[config.mk]
export PLATFORM = sky130hd
export DESIGN_NAME = alu_cmd_sequencer
export DESIGN_NICKNAME = d
export VERILOG_FILES = /design/src/rtl/alu_pkg.sv /design/src/rtl/alu_rep_counter.sv /design/src/rtl/alu_cmd_sequencer.sv
export SDC_FILE = /design/constraint.sdc
export NUM_CORES = 1
export LEC_CHECK = 0
export CORE_UTILIZATION = 50
export CTS_CLUSTER_SIZE = 28
export DETAILED_ROUTE_END_ITERATION = 12
export DONT_BUFFER_PORTS = 1
export MAX_ROUTING_LAYER = met4
export PLACE_DENSITY = 0.69
export SETUP_SLACK_MARGIN = 0.05
export SKIP_LAST_GASP = 1
export SLEW_MARGIN = 40
export SYNTH_ARGS = -nofsm -noshare
export SYNTH_HDL_FRONTEND = slang
export SYNTH_SLANG_ARGS = --single-unit
[constraint.sdc]
create_clock -name clk -period 2 [get_ports clk]
set_input_delay 0.4 -clock clk [delete_from_list [all_inputs] [get_ports clk]]
set_output_delay 0.4 -clock clk [all_outputs]
set_load 0.01 [all_outputs]
[src/rtl/alu_pkg.sv]
// Shared definitions for the ALU and its command sequencer: opcode encoding,
// sequencer states and the default datapath width.
package alu_pkg;

  localparam int DEF_WIDTH = 32;

  typedef logic [2:0] opcode_t;

  localparam opcode_t OP_PASS_A = 3'b000;
  localparam opcode_t OP_ADD    = 3'b001;
  localparam opcode_t OP_SUB    = 3'b010;
  localparam opcode_t OP_AND    = 3'b011;
  localparam opcode_t OP_OR     = 3'b100;
  localparam opcode_t OP_INC    = 3'b101;
  localparam opcode_t OP_DEC    = 3'b110;
  localparam opcode_t OP_PASS_B = 3'b111;

  typedef enum logic [1:0] {
    IDLE,
    EXEC,
    RESP
  } state_t;

endpackage

[src/rtl/alu_rep_counter.sv]
// Repeat counter for the sequencer: loads max(count,1), decrements once per
// iteration and flags the final iteration.
module alu_rep_counter #(
  parameter int CNT_W = 4
) (
  input  logic             clk,
  input  logic             rst,
  input  logic             load_i,
  input  logic [CNT_W-1:0] load_val_i,
  input  logic             dec_i,
  output logic             last_o
);

  logic [CNT_W-1:0] remaining_q, remaining_d;

  // NOTE: every combinational output gets a default first, so no path leaves it unassigned and no latch is inferred.
  always_comb begin
    remaining_d = remaining_q;
    if (load_i) begin
      remaining_d = (load_val_i == '0) ? CNT_W'(1) : load_val_i;
    end else if (dec_i && (remaining_q != '0)) begin
      remaining_d = remaining_q - CNT_W'(1);
    end
  end

  // NOTE: sequential state uses non-blocking assignments so every register samples pre-edge values.
  always_ff @(posedge clk) begin
    if (rst) begin
      remaining_q <= '0;
    end else begin
      remaining_q <= remaining_d;
    end
  end

  assign last_o = (remaining_q == CNT_W'(1));

endmodule

[src/rtl/alu_cmd_sequencer.sv]
// Issues commands to an external combinational ALU, chains the result through
// the accumulator for the requested repeat count and returns it on a response channel.
module alu_cmd_sequencer
  import alu_pkg::*;
#(
  parameter int WIDTH = DEF_WIDTH,
  parameter int CNT_W = 4
) (
  input  logic             clk,
  input  logic             rst,
  input  logic             cmd_valid,
  output logic             cmd_ready,
  input  opcode_t          cmd_op,
  input  logic [WIDTH-1:0] cmd_data,
  input  logic [CNT_W-1:0] cmd_count,
  output opcode_t          alu_op,
  output logic [WIDTH-1:0] alu_a,
  output logic [WIDTH-1:0] alu_b,
  input  logic [WIDTH-1:0] alu_y,
  output logic             rsp_valid,
  input  logic             rsp_ready,
  output logic [WIDTH-1:0] rsp_data,
  output logic             rsp_zero
);

  state_t           state_q, state_d;
  logic [WIDTH-1:0] acc_q, acc_d;
  opcode_t          op_q, op_d;
  logic [WIDTH-1:0] a_q, a_d;
  logic [WIDTH-1:0] b_q, b_d;
  logic [WIDTH-1:0] rsp_data_q, rsp_data_d;
  logic             rsp_zero_q, rsp_zero_d;
  logic             cnt_load, cnt_dec, cnt_last;

  alu_rep_counter #(.CNT_W(CNT_W)) u_rep_counter (
    .clk       (clk),
    .rst       (rst),
    .load_i    (cnt_load),
    .load_val_i(cmd_count),
    .dec_i     (cnt_dec),
    .last_o    (cnt_last)
  );

  always_comb begin
    state_d    = state_q;
    acc_d      = acc_q;
    op_d       = op_q;
    a_d        = a_q;
    b_d        = b_q;
    rsp_data_d = rsp_data_q;
    rsp_zero_d = rsp_zero_q;
    cnt_load   = 1'b0;
    cnt_dec    = 1'b0;
    unique case (state_q)
      IDLE: begin
        if (cmd_valid) begin
          op_d     = cmd_op;
          a_d      = acc_q;
          b_d      = cmd_data;
          cnt_load = 1'b1;
          state_d  = EXEC;
        end
      end
      EXEC: begin
        // alu_y has settled for a full cycle from the operands registered last edge.
        acc_d   = alu_y;
        cnt_dec = 1'b1;
        if (cnt_last) begin
          rsp_data_d = alu_y;
          rsp_zero_d = (alu_y == '0);
          state_d    = RESP;
        end else begin
          a_d = alu_y;
        end
      end
      RESP: begin
        if (rsp_ready) begin
          state_d = IDLE;
        end
      end
      default: state_d = IDLE;
    endcase
  end

  always_ff @(posedge clk) begin
    if (rst) begin
      state_q    <= IDLE;
      acc_q      <= '0;
      op_q       <= OP_PASS_A;
      a_q        <= '0;
      b_q        <= '0;
      rsp_data_q <= '0;
      rsp_zero_q <= 1'b1;
    end else begin
      state_q    <= state_d;
      acc_q      <= acc_d;
      op_q       <= op_d;
      a_q        <= a_d;
      b_q        <= b_d;
      rsp_data_q <= rsp_data_d;
      rsp_zero_q <= rsp_zero_d;
    end
  end

  assign cmd_ready = (state_q == IDLE);
  assign rsp_valid = (state_q == RESP);
  assign alu_op    = op_q;
  assign alu_a     = a_q;
  assign alu_b     = b_q;
  assign rsp_data  = rsp_data_q;
  assign rsp_zero  = rsp_zero_q;

endmodule

Yosys cells after proc, flatten, opt, wreduce, memory -nomap -nowiden. Index checks and enable logic that the tools add are counted.

Add/sub/neg operators: 1. Eq/ne operators: 7. Mux-type cells: 13. Reductions and logical operators: 11.

Operators by type and width (number): 32-bit 2-to-1 mux (2); 32-bit one-hot mux with 2 select lines (1); 32-bit logical NOT (1); 4-bit 2-to-1 mux (3); 2-bit 2-to-1 mux (3); 2-bit != test (second input constant) (3); 2-bit one-hot mux with 3 select lines (1); 3-bit AND reduction (2); 4-bit by 1-bit == test with 1-bit output (second input constant) (1); 4-bit logical NOT (1); 2-bit AND reduction (2); 2-bit nonzero test (2); 4-bit nonzero test (1); 4-bit by 1-bit subtractor with 4-bit output (second input constant) (1); 1-bit 2-to-1 mux (3); 2-bit by 1-bit == test with 1-bit output (second input constant) (1); 2-bit == test (second input constant) (1); 2-bit logical NOT (1); 2-bit by 1-bit != test with 1-bit output (second input constant) (1); 1-bit logical AND (1).

Register bits: 138. Input bits: 75. Output and inout port bits: 102. Logic and storage cells: 40.

Longest topological paths before layout. Gate-level depths: netlist of the first run.

Depth in word-level cells: 5. Depth in mapped cells: 7. Gate-level depth less buffers: 5.

Cells and area by module. From an unflattened synthesis of the first run, not the netlist that was laid out.

Cells, all modules: 564. Area total of the unflattened synthesis: 5101.1 um^2.

Modules (own cells, without submodules): alu_cmd_sequencer (instances 1, cells an instance 532, area each 4795.8 um^2); alu_rep_counter (instances 1, cells an instance 32, area each 305.3 um^2).

Worst setup path after synthesis of the first run. OpenSTA, ideal clock, no wires.

Path type: flip-flop to flip-flop. Start: register u_rep_counter.remaining_q[1]. End: register a_q[19] (netlist: alu_a[19]). Library setup time: 0.134 ns. Data arrival time: 1.412 ns. Path slack: 0.454 ns. Stages on the path, launching flop included: 8. Buffers on the path: 2. Period minus slack after synthesis: 1.546 ns. Cells stage by stage: dfxtp_1 -> inv_1 -> ha_1 -> or3b_4 -> buf_6 -> buf_6 -> a211oi_2 -> a211oi_1.

Word-level cells in the longest chain between the ends: 3.

RTL lines: start: declaration (RTL line alu_rep_counter.sv:14) `logic [CNT_W-1:0] remaining_q, remaining_d;`; start signal: assignment (RTL line alu_rep_counter.sv:31) `remaining_q <= remaining_d;`; 4-bit by 1-bit == test with 1-bit output (RTL line alu_rep_counter.sv:35) `assign last_o = (remaining_q == CNT_W'(1));`; 2-bit != test (no line); 3-bit AND reduction (no line); end signal: assignment (RTL line alu_cmd_sequencer.sv:90) `a_q <= '0;`; end signal: assignment (RTL line alu_cmd_sequencer.sv:98) `a_q <= a_d;`; end: declaration (RTL line alu_cmd_sequencer.sv:29) `logic [WIDTH-1:0] a_q, a_d;`.

Every way passes these cells. A chain may end at the register's enable or synchronous reset.

Final worst setup path of the first run.
Start: register state_q[0]. End: register b_q[0] (netlist: alu_b[0]).

Word-level cells in the longest chain between the ends: 2.

RTL lines: start: declaration (RTL line alu_cmd_sequencer.sv:26) `state_t state_q, state_d;`; start signal: assignment (RTL line alu_cmd_sequencer.sv:95) `state_q <= state_d;`; 2-bit logical NOT (RTL line alu_cmd_sequencer.sv:54) `unique case (state_q)`; 2-bit AND reduction (no line); end signal: assignment (RTL line alu_cmd_sequencer.sv:91) `b_q <= '0;`; end signal: assignment (RTL line alu_cmd_sequencer.sv:99) `b_q <= b_d;`; end: declaration (RTL line alu_cmd_sequencer.sv:30) `logic [WIDTH-1:0] b_q, b_d;`.

Every way passes these cells.

==> results of run 1 <==
==> sequential cells by signal (all words and copies together) (netlist names) <==
name	cells
acc_q	32
alu_a	32
alu_b	32
alu_op	3
rsp_data	32
rsp_zero	1
state_q	2
u_rep_counter.remaining_q	4
==> cells by family (layout without fill, tap and decap cells) <==
kind of cell,count (synthesis),in the layout,share of synthesized area [%]
AOI/OAI and AO/OA,177,177,21.0
adders and majority gates,2,2,0.474
buffers and inverters,63,87,5.76
DFF,138,138,52.3
muxes,32,32,6.07
and+or+nand+nor,167,168,14.3
==> metrics by stage <==
stage / cells / hold slack [ps]
floorplan: 579 / 461
global placement: 669 / 471
detailed placement: 669 / 478
CTS: 729 / -65.2
global route: 740 / 1.53
finish: 740 / 17.3
==> cell usage after synthesis (2+ instances only) <==
cell type and count:
a211oi_1 59, a211oi_2 6, a21oi_1 69, a31oi_1 3, buf_2 17, buf_4 6
buf_6 3, clkbuf_1 30, dfxtp_1 138, ha_1 2, inv_1 6, mux2i_1 32
nand2_1 72, nand3_1 34, nand4_1 3, nor2_1 36, nor2b_1 2, nor3_1 3
nor3b_1 3, nor4_1 8, o211ai_1 2, o21ai_0 34
==> timing repair <==
action / CTS / global route
gates resized for setup: 0 / 13
setup buffers: 0 / 5
endpoints found under the hold margin: 137 / 57
endpoints found under the setup margin: 0 / 69
hold buffers: 29 / 4
==> power by group <==
| part | switching (mW) | internal, mW | total [mW] | leakage [nW] |
|---|---|---|---|---|
| clock | 1.16 | 1.79 | 2.95 | 0.261 |
| sequential | 0.231 | 2.97 | 3.20 | 1.13 |
| combinational | 0.566 | 0.405 | 0.971 | 1.04 |
| total | 1.96 | 5.16 | 7.12 | 2.43 |
==> path summary, 6_finish.rpt <==
check | startpoint | depth (start not counted) | to | slack [ps]
setup / recovery | state_q[0] | 5 | alu_b[0] | 120
hold / removal | cmd_data[5] | 2 | alu_b[5] | 20
setup reg to reg | state_q[0] | 5 | alu_b[0] | 120
hold reg to reg | acc_q[18] | 2 | acc_q[18] | 490
==> placed cells by master, fill, tap and decap left out, types with 3 or more instances in the layout <==
cell type | Yosys | routed
dfxtp_1 | 138 | 136
nand2_1 | 72 | 72
a21oi_1 | 69 | 69
a211oi_1 | 59 | 59
nor2_1 | 36 | 36
nand3_1 | 34 | 34
o21ai_0 | 34 | 34
dlygate4sd3_1 | 0 | 31
mux2i_1 | 32 | 30
clkbuf_16 | 0 | 17
buf_4 | 6 | 11
nor4_1 | 8 | 8
inv_1 | 6 | 6
a211oi_2 | 6 | 6
clkinvlp_4 | 0 | 5
clkinv_2 | 0 | 4
nor3_1 | 3 | 3
a31oi_1 | 3 | 3
nand4_1 | 3 | 3
==> layer usage <==
layer | vias up | GRT usage (%) | part of all wire, % | wire length [um]
met2 | 183 | 40.1 | 49 | 7040
met1 | 2153 | 29.3 | 41 | 5930
li1 | 2089 | - | - | -
met3 | 23 | 9.23 | 7.7 | 1100
met4 | 0 | 10.4 | 1.7 | 247
met5 | - | - | 0 | 0
==> layout make-up <==
type	instances	area share, %
Sequential cell	138	43.7
Clock buffer	19	6.82
Inverter	6	0.356
Timing Repair Buffer	50	8.76
Tap cell	136	2.69
Clock inverter	12	2.00
Multi-Input combinational cell	379	35.7
==> summary.md, run 1 <==
| Metric | Value |
|---|---|
| Min setup slack post-route | 120 ps |
| Post-Layout Inst Area | 0.00633 mm^2 |
| Critical Path End Type | register |
| Slew headroom | 67.2% |
| Final worst path period need | 1880 ps |
| Synth area leader | dfxtp_1 |
| Dominant synthesized flop cell | dfxtp_1 |
| Final cell utilization of the core | 61.6% |
| Global route overflow | 0 |
| TritonCTS Sinks | 138 |
| Root buffer cell | clkbuf_8 |
| CTS H-tree lvls | 4 |
| EDFF count, synth | 0 |
| Nets@finish | 669 |
| TritonCTS clock tree | yes |
| CP peak stage delay | 550 ps |
| Row count | 37 |
| First-pass GRT wire length | 21400 um |
| RSZ-0062 raised after global routing | false |
| Pleak | 2.43 nW |
| HPWL Detailed | 8090 um |
| # port buffers | 0 |
| Synth Net Count | 656 |
| Type of the tightest min-delay check | primary input to register |
| Die H | 105 um |
| FFs w/ async S/R, synth | 0% |
| Arrival @ worst endpoint | 2290 ps |
| Area taken by multi-input logic gates | 0.00226 mm^2 |
| Area contributors post-synth | dfxtp_1 52%, a211oi_1 8.4%, a21oi_1 6.5% |
| Via-per-instance ratio | 6.01 |
| Max cap viols | 0 |
| 1st-pass router iterations | 5 |
| Clk_lat worst skew | 520 ps |
| Worst path top cell family by delay | buffers and inverters |
| Maximum VDD drop | 0.763 mV |
| Clock slew at reported path FFs | 60 ps |
| Yosys top cell area share | 52.3% |
| CP Cell Sequence | or3b_1 -> buf_8 -> nand2_1 -> a21oi_1 -> dlygate4sd3_1 |
| Max Freq | 0.532 GHz |
| Crit path launch type | register |
| Antenna Nets Post-Route | 0 |
| Final hold vios | 0 |
| Fill count | 884 |
| Fin crit share | 94.0% |
| Area Growth Syn to Fin | 19.9% |
| Synth warn | 0 |
| DR WL/cell | 19.3 um |
| Kind of critical path | register to register |
| Register area share after synthesis | 52.3% |
| Total chip power | 7.12 mW |
| CP max stage cell | dlygate4sd3_1 |
| Register Area | 0.00277 mm^2 |
| Total Wirelength | 14300 um |
| GP Congestion | 0.736 |
| Skew final | 8.36 ps |
| Number of DRC markers in iteration 0 | 285 |
| I/O pins | 177 |
| Worst Path Max Fanout | 40 |
| Max-slew violations | 0 |
| GRT Util Overall | 25.4% |
| Run status | finished, final reports clean |
| Area of the mapped netlist | 0.00528 mm^2 |
| #FFs+latches synth | 138 |
| Placed cell area | 0.00529 mm^2 |
| Inserted Clock Buffers | 17 |
| PD cells | 1130 mW/mm^2 |
| Setup violators final | 0 |
| Pre-CTS setup slack | 98.6 ps |
| Core ar. | 0.0103 mm^2 |
| Layout cells sized above 1 | 11.3% |
| Post-route DRC | 0 |
| CTS max path bufs | 2 |
| Diodes inserted | 0 |
| Number of global-route vias before repair | 4300 |
| CP required | 2410 ps |
| Vias | 4448 |
| Setup_tns | 0 ps |
| Worst-margin pin slew | 488 ps |
| Die ar. | 0.0110 mm^2 |
| Starting density of the core | 51.4% |
| Buf+Inv Stages, Crit Path | 2 |
| Synth unique cells | 33 |
| Largest net degree at the start of global routing | 139 |
| Mean Syn Cell Area | 9.11 um^2 |
| Die Wd | 105 um |
| Antenna violations before repair | 0 |
| Gate Count Post-Synth | 579 |
No activity file was read; power rests on OpenSTA's default activity.
==> run 2: changes to the inputs <==
--- a/config.mk
+++ b/config.mk
@@ -5,12 +5,12 @@
 export SDC_FILE = /design/constraint.sdc
 export NUM_CORES = 1
 export LEC_CHECK = 0
-export CORE_UTILIZATION = 50
+export CORE_UTILIZATION = 60
 export CTS_CLUSTER_SIZE = 28
 export DETAILED_ROUTE_END_ITERATION = 12
 export DONT_BUFFER_PORTS = 1
 export MAX_ROUTING_LAYER = met4
-export PLACE_DENSITY = 0.69
+export PLACE_DENSITY = 0.8
 export SETUP_SLACK_MARGIN = 0.05
 export SKIP_LAST_GASP = 1
 export SLEW_MARGIN = 40
==> summary.md, run 2 (synthesis gave the netlist of run 1 again) <==
| Metric | Value |
|---|---|
| Clk_lat worst skew | 500 ps |
| R2R Setup Slk | 130 ps |
| Clock slew at reported path FFs | 60 ps |
| Pre-CTS setup slack | 54.3 ps |
| Worst reg2reg endpoint | acc_q[23] |
| GP Congestion | 0.766 |
| Failing checks | hold timing |
| Max Freq | 0.535 GHz |
| Number of DRC markers in iteration 0 | 212 |
| Switch Pwr | 1.93 mW |
| Slew headroom | 67.3% |
| CTS max path bufs | 2 |
| Root buffer cell | clkbuf_8 |
| Min setup slack post-route | 131 ps |
| Core ar. | 0.00838 mm^2 |
| Run status | finished with violations |
| GRT Util Overall | 28.7% |
| Fin cells | 680 |
| Skew final | 8.38 ps |
| Die ar. | 0.00917 mm^2 |
| Final cell utilization of the core | 71.2% |
| Kind of critical path | register to register |
| Setup violators final | 0 |
| Most common cell after layout, fill and taps aside | dfxtp_1 |
| Via-per-instance ratio | 6.27 |
| Post-route DRC | 0 |
| HPWL Detailed | 7880 um |
| Antenna Nets Post-Route | 0 |
| Worst r2r src | state_q[1] |
| CP required | 2390 ps |
| Arrival @ worst endpoint | 2260 ps |
| Area Growth Syn to Fin | 13.1% |
| Critical Path End Type | register |
| Antenna violations before repair | 0 |
| Number of global-route vias before repair | 3845 |
| Die H | 95.8 um |
| CTS Hold Bufs | 6 |
| DR WL/cell | 19.3 um |
| Worst-case hold path end point | rsp_data[8] |
| Worst Hold Path Cells | 1 |
| Pleak | 2.24 nW |
| Worst-margin pin slew | 486 ps |
| # port buffers | 0 |
| CP Cell Sequence | nand2b_4 -> mux2i_1 -> nor2_1 -> dlygate4sd3_1 |
| Diodes inserted | 0 |
| Worst path top cell family by delay | buffers and inverters |
| Comb power frac | 12.3% |
| Max-slew violations | 0 |
| TritonCTS Sinks | 138 |
| RSZ-0062 raised after global routing | true |
| Clock Power Share | 42.0% |
| Global route overflow | 0 |
| Crit path launch type | register |
| PD cells | 1170 mW/mm^2 |
| Row count | 33 |
| Final worst path period need | 1870 ps |
| Max cap viols | 0 |
| Hold WS | -41.5 ps |
| Layout cells sized above 1 | 10.6% |
| Switching Share | 27.6% |
| Worst Path Max Fanout | 11 |
| Seq pwr share | 45.7% |
| Nets@finish | 639 |
| Final hold vios | 54 |
| TritonCTS clock tree | yes |
| CP peak stage delay | 570 ps |
| Setup_tns | 0 ps |
| Reg2reg path depth | 4 |
| Vias | 4265 |
| Placed insts | 636 |
| Fin crit share | 93.5% |
| Buf+Inv Stages, Crit Path | 1 |
| Total Wirelength | 13200 um |
| Die Wd | 95.8 um |
| 1st-pass router iterations | 5 |
| Worst hold start | rst |
| Starting density of the core | 63.0% |
| Type of the tightest min-delay check | primary input to register |
| Int Pwr | 5.07 mW |
| Largest net degree at the start of global routing | 139 |
| Most frequent cells in the layout | 138 x dfxtp_1, 72 x nand2_1, 69 x a21oi_1 |
| CP max stage cell | dlygate4sd3_1 |
| CTS H-tree lvls | 4 |
| Inserted Clock Buffers | 17 |
| First-pass GRT wire length | 19300 um |
| Maximum VDD drop | 0.602 mV |
| I/O pins | 177 |
-- run 2: cell count changes in the layout (fill, tap and decap cells not counted), moves of 3 or more --
| cell | delta |
|---|---|
| buf_12 | +4 |
| buf_4 | -5 |
| dlygate4sd3_1 | -25 |
| inv_6 | +3 |
-- run 2: cell type report --
class / instances / area (um^2)
timing repair buffer: 18 / 225
fill: 625 / 2410
inverter: 6 / 22.5
clock buffer: 20 / 455
sequential: 138 / 2760
clock inverter: 12 / 114
multi-input combinational: 381 / 2260
tap: 105 / 131
-- run 2: power by group through the flow --
stage	logic [mW]	clock network (mW)	registers, mW
global placement	0.770	0	3.24
detailed placement	0.812	0	3.25
global route	0.945	3.10	3.23
CTS	0.836	2.97	3.20
finish	0.864	2.94	3.20
floorplan	0.694	0	3.20
-- run 2: worst max path at each step --
stage / startpoint / end / slack (ps) / cells after the start
2_1_floorplan: u_rep_counter.remaining_q[1] / alu_a[19] / 450 / 7
3_3_place_gp: u_rep_counter.remaining_q[1] / alu_a[4] / 220 / 5
3_5_place_dp: u_rep_counter.remaining_q[1] / alu_a[2] / 50 / 5
4_1_cts: u_rep_counter.remaining_q[0] / rsp_zero / 90 / 4
5_1_grt: u_rep_counter.remaining_q[0] / alu_a[8] / 40 / 4
6_report: state_q[1] / acc_q[23] / 130 / 4
-- run 2: stage by stage --
stage               power, mW  hold slack, ps  instance area [um^2]
floorplan                3.89             461                  5280
global placement         4.01             470                  5290
detailed placement       4.07             478                  5290
CTS                      7.01           -58.0                  5930
global route             7.27           -61.3                  5970
finish                   7.00           -41.5                  5970
-- run 2: metal layers --
metal | vias up | part of all wire, % | global-route usage (%)
met5 | - | 0 | -
met4 | 0 | 0.73 | 8.96
met3 | 11 | 7.7 | 8.06
met2 | 170 | 51 | 47.0
met1 | 2050 | 41 | 34.2
li1 | 2034 | - | -
-- run 2: repair_timing --
| action | in CTS | in global routing |
|---|---|---|
| endpoints found under the setup margin | 2 | 34 |
| cloned | 1 | 2 |
| gates resized for setup | 0 | 1 |
| hold endpoints to repair | 138 | 132 |
| buffers inserted | 0 | 3 |
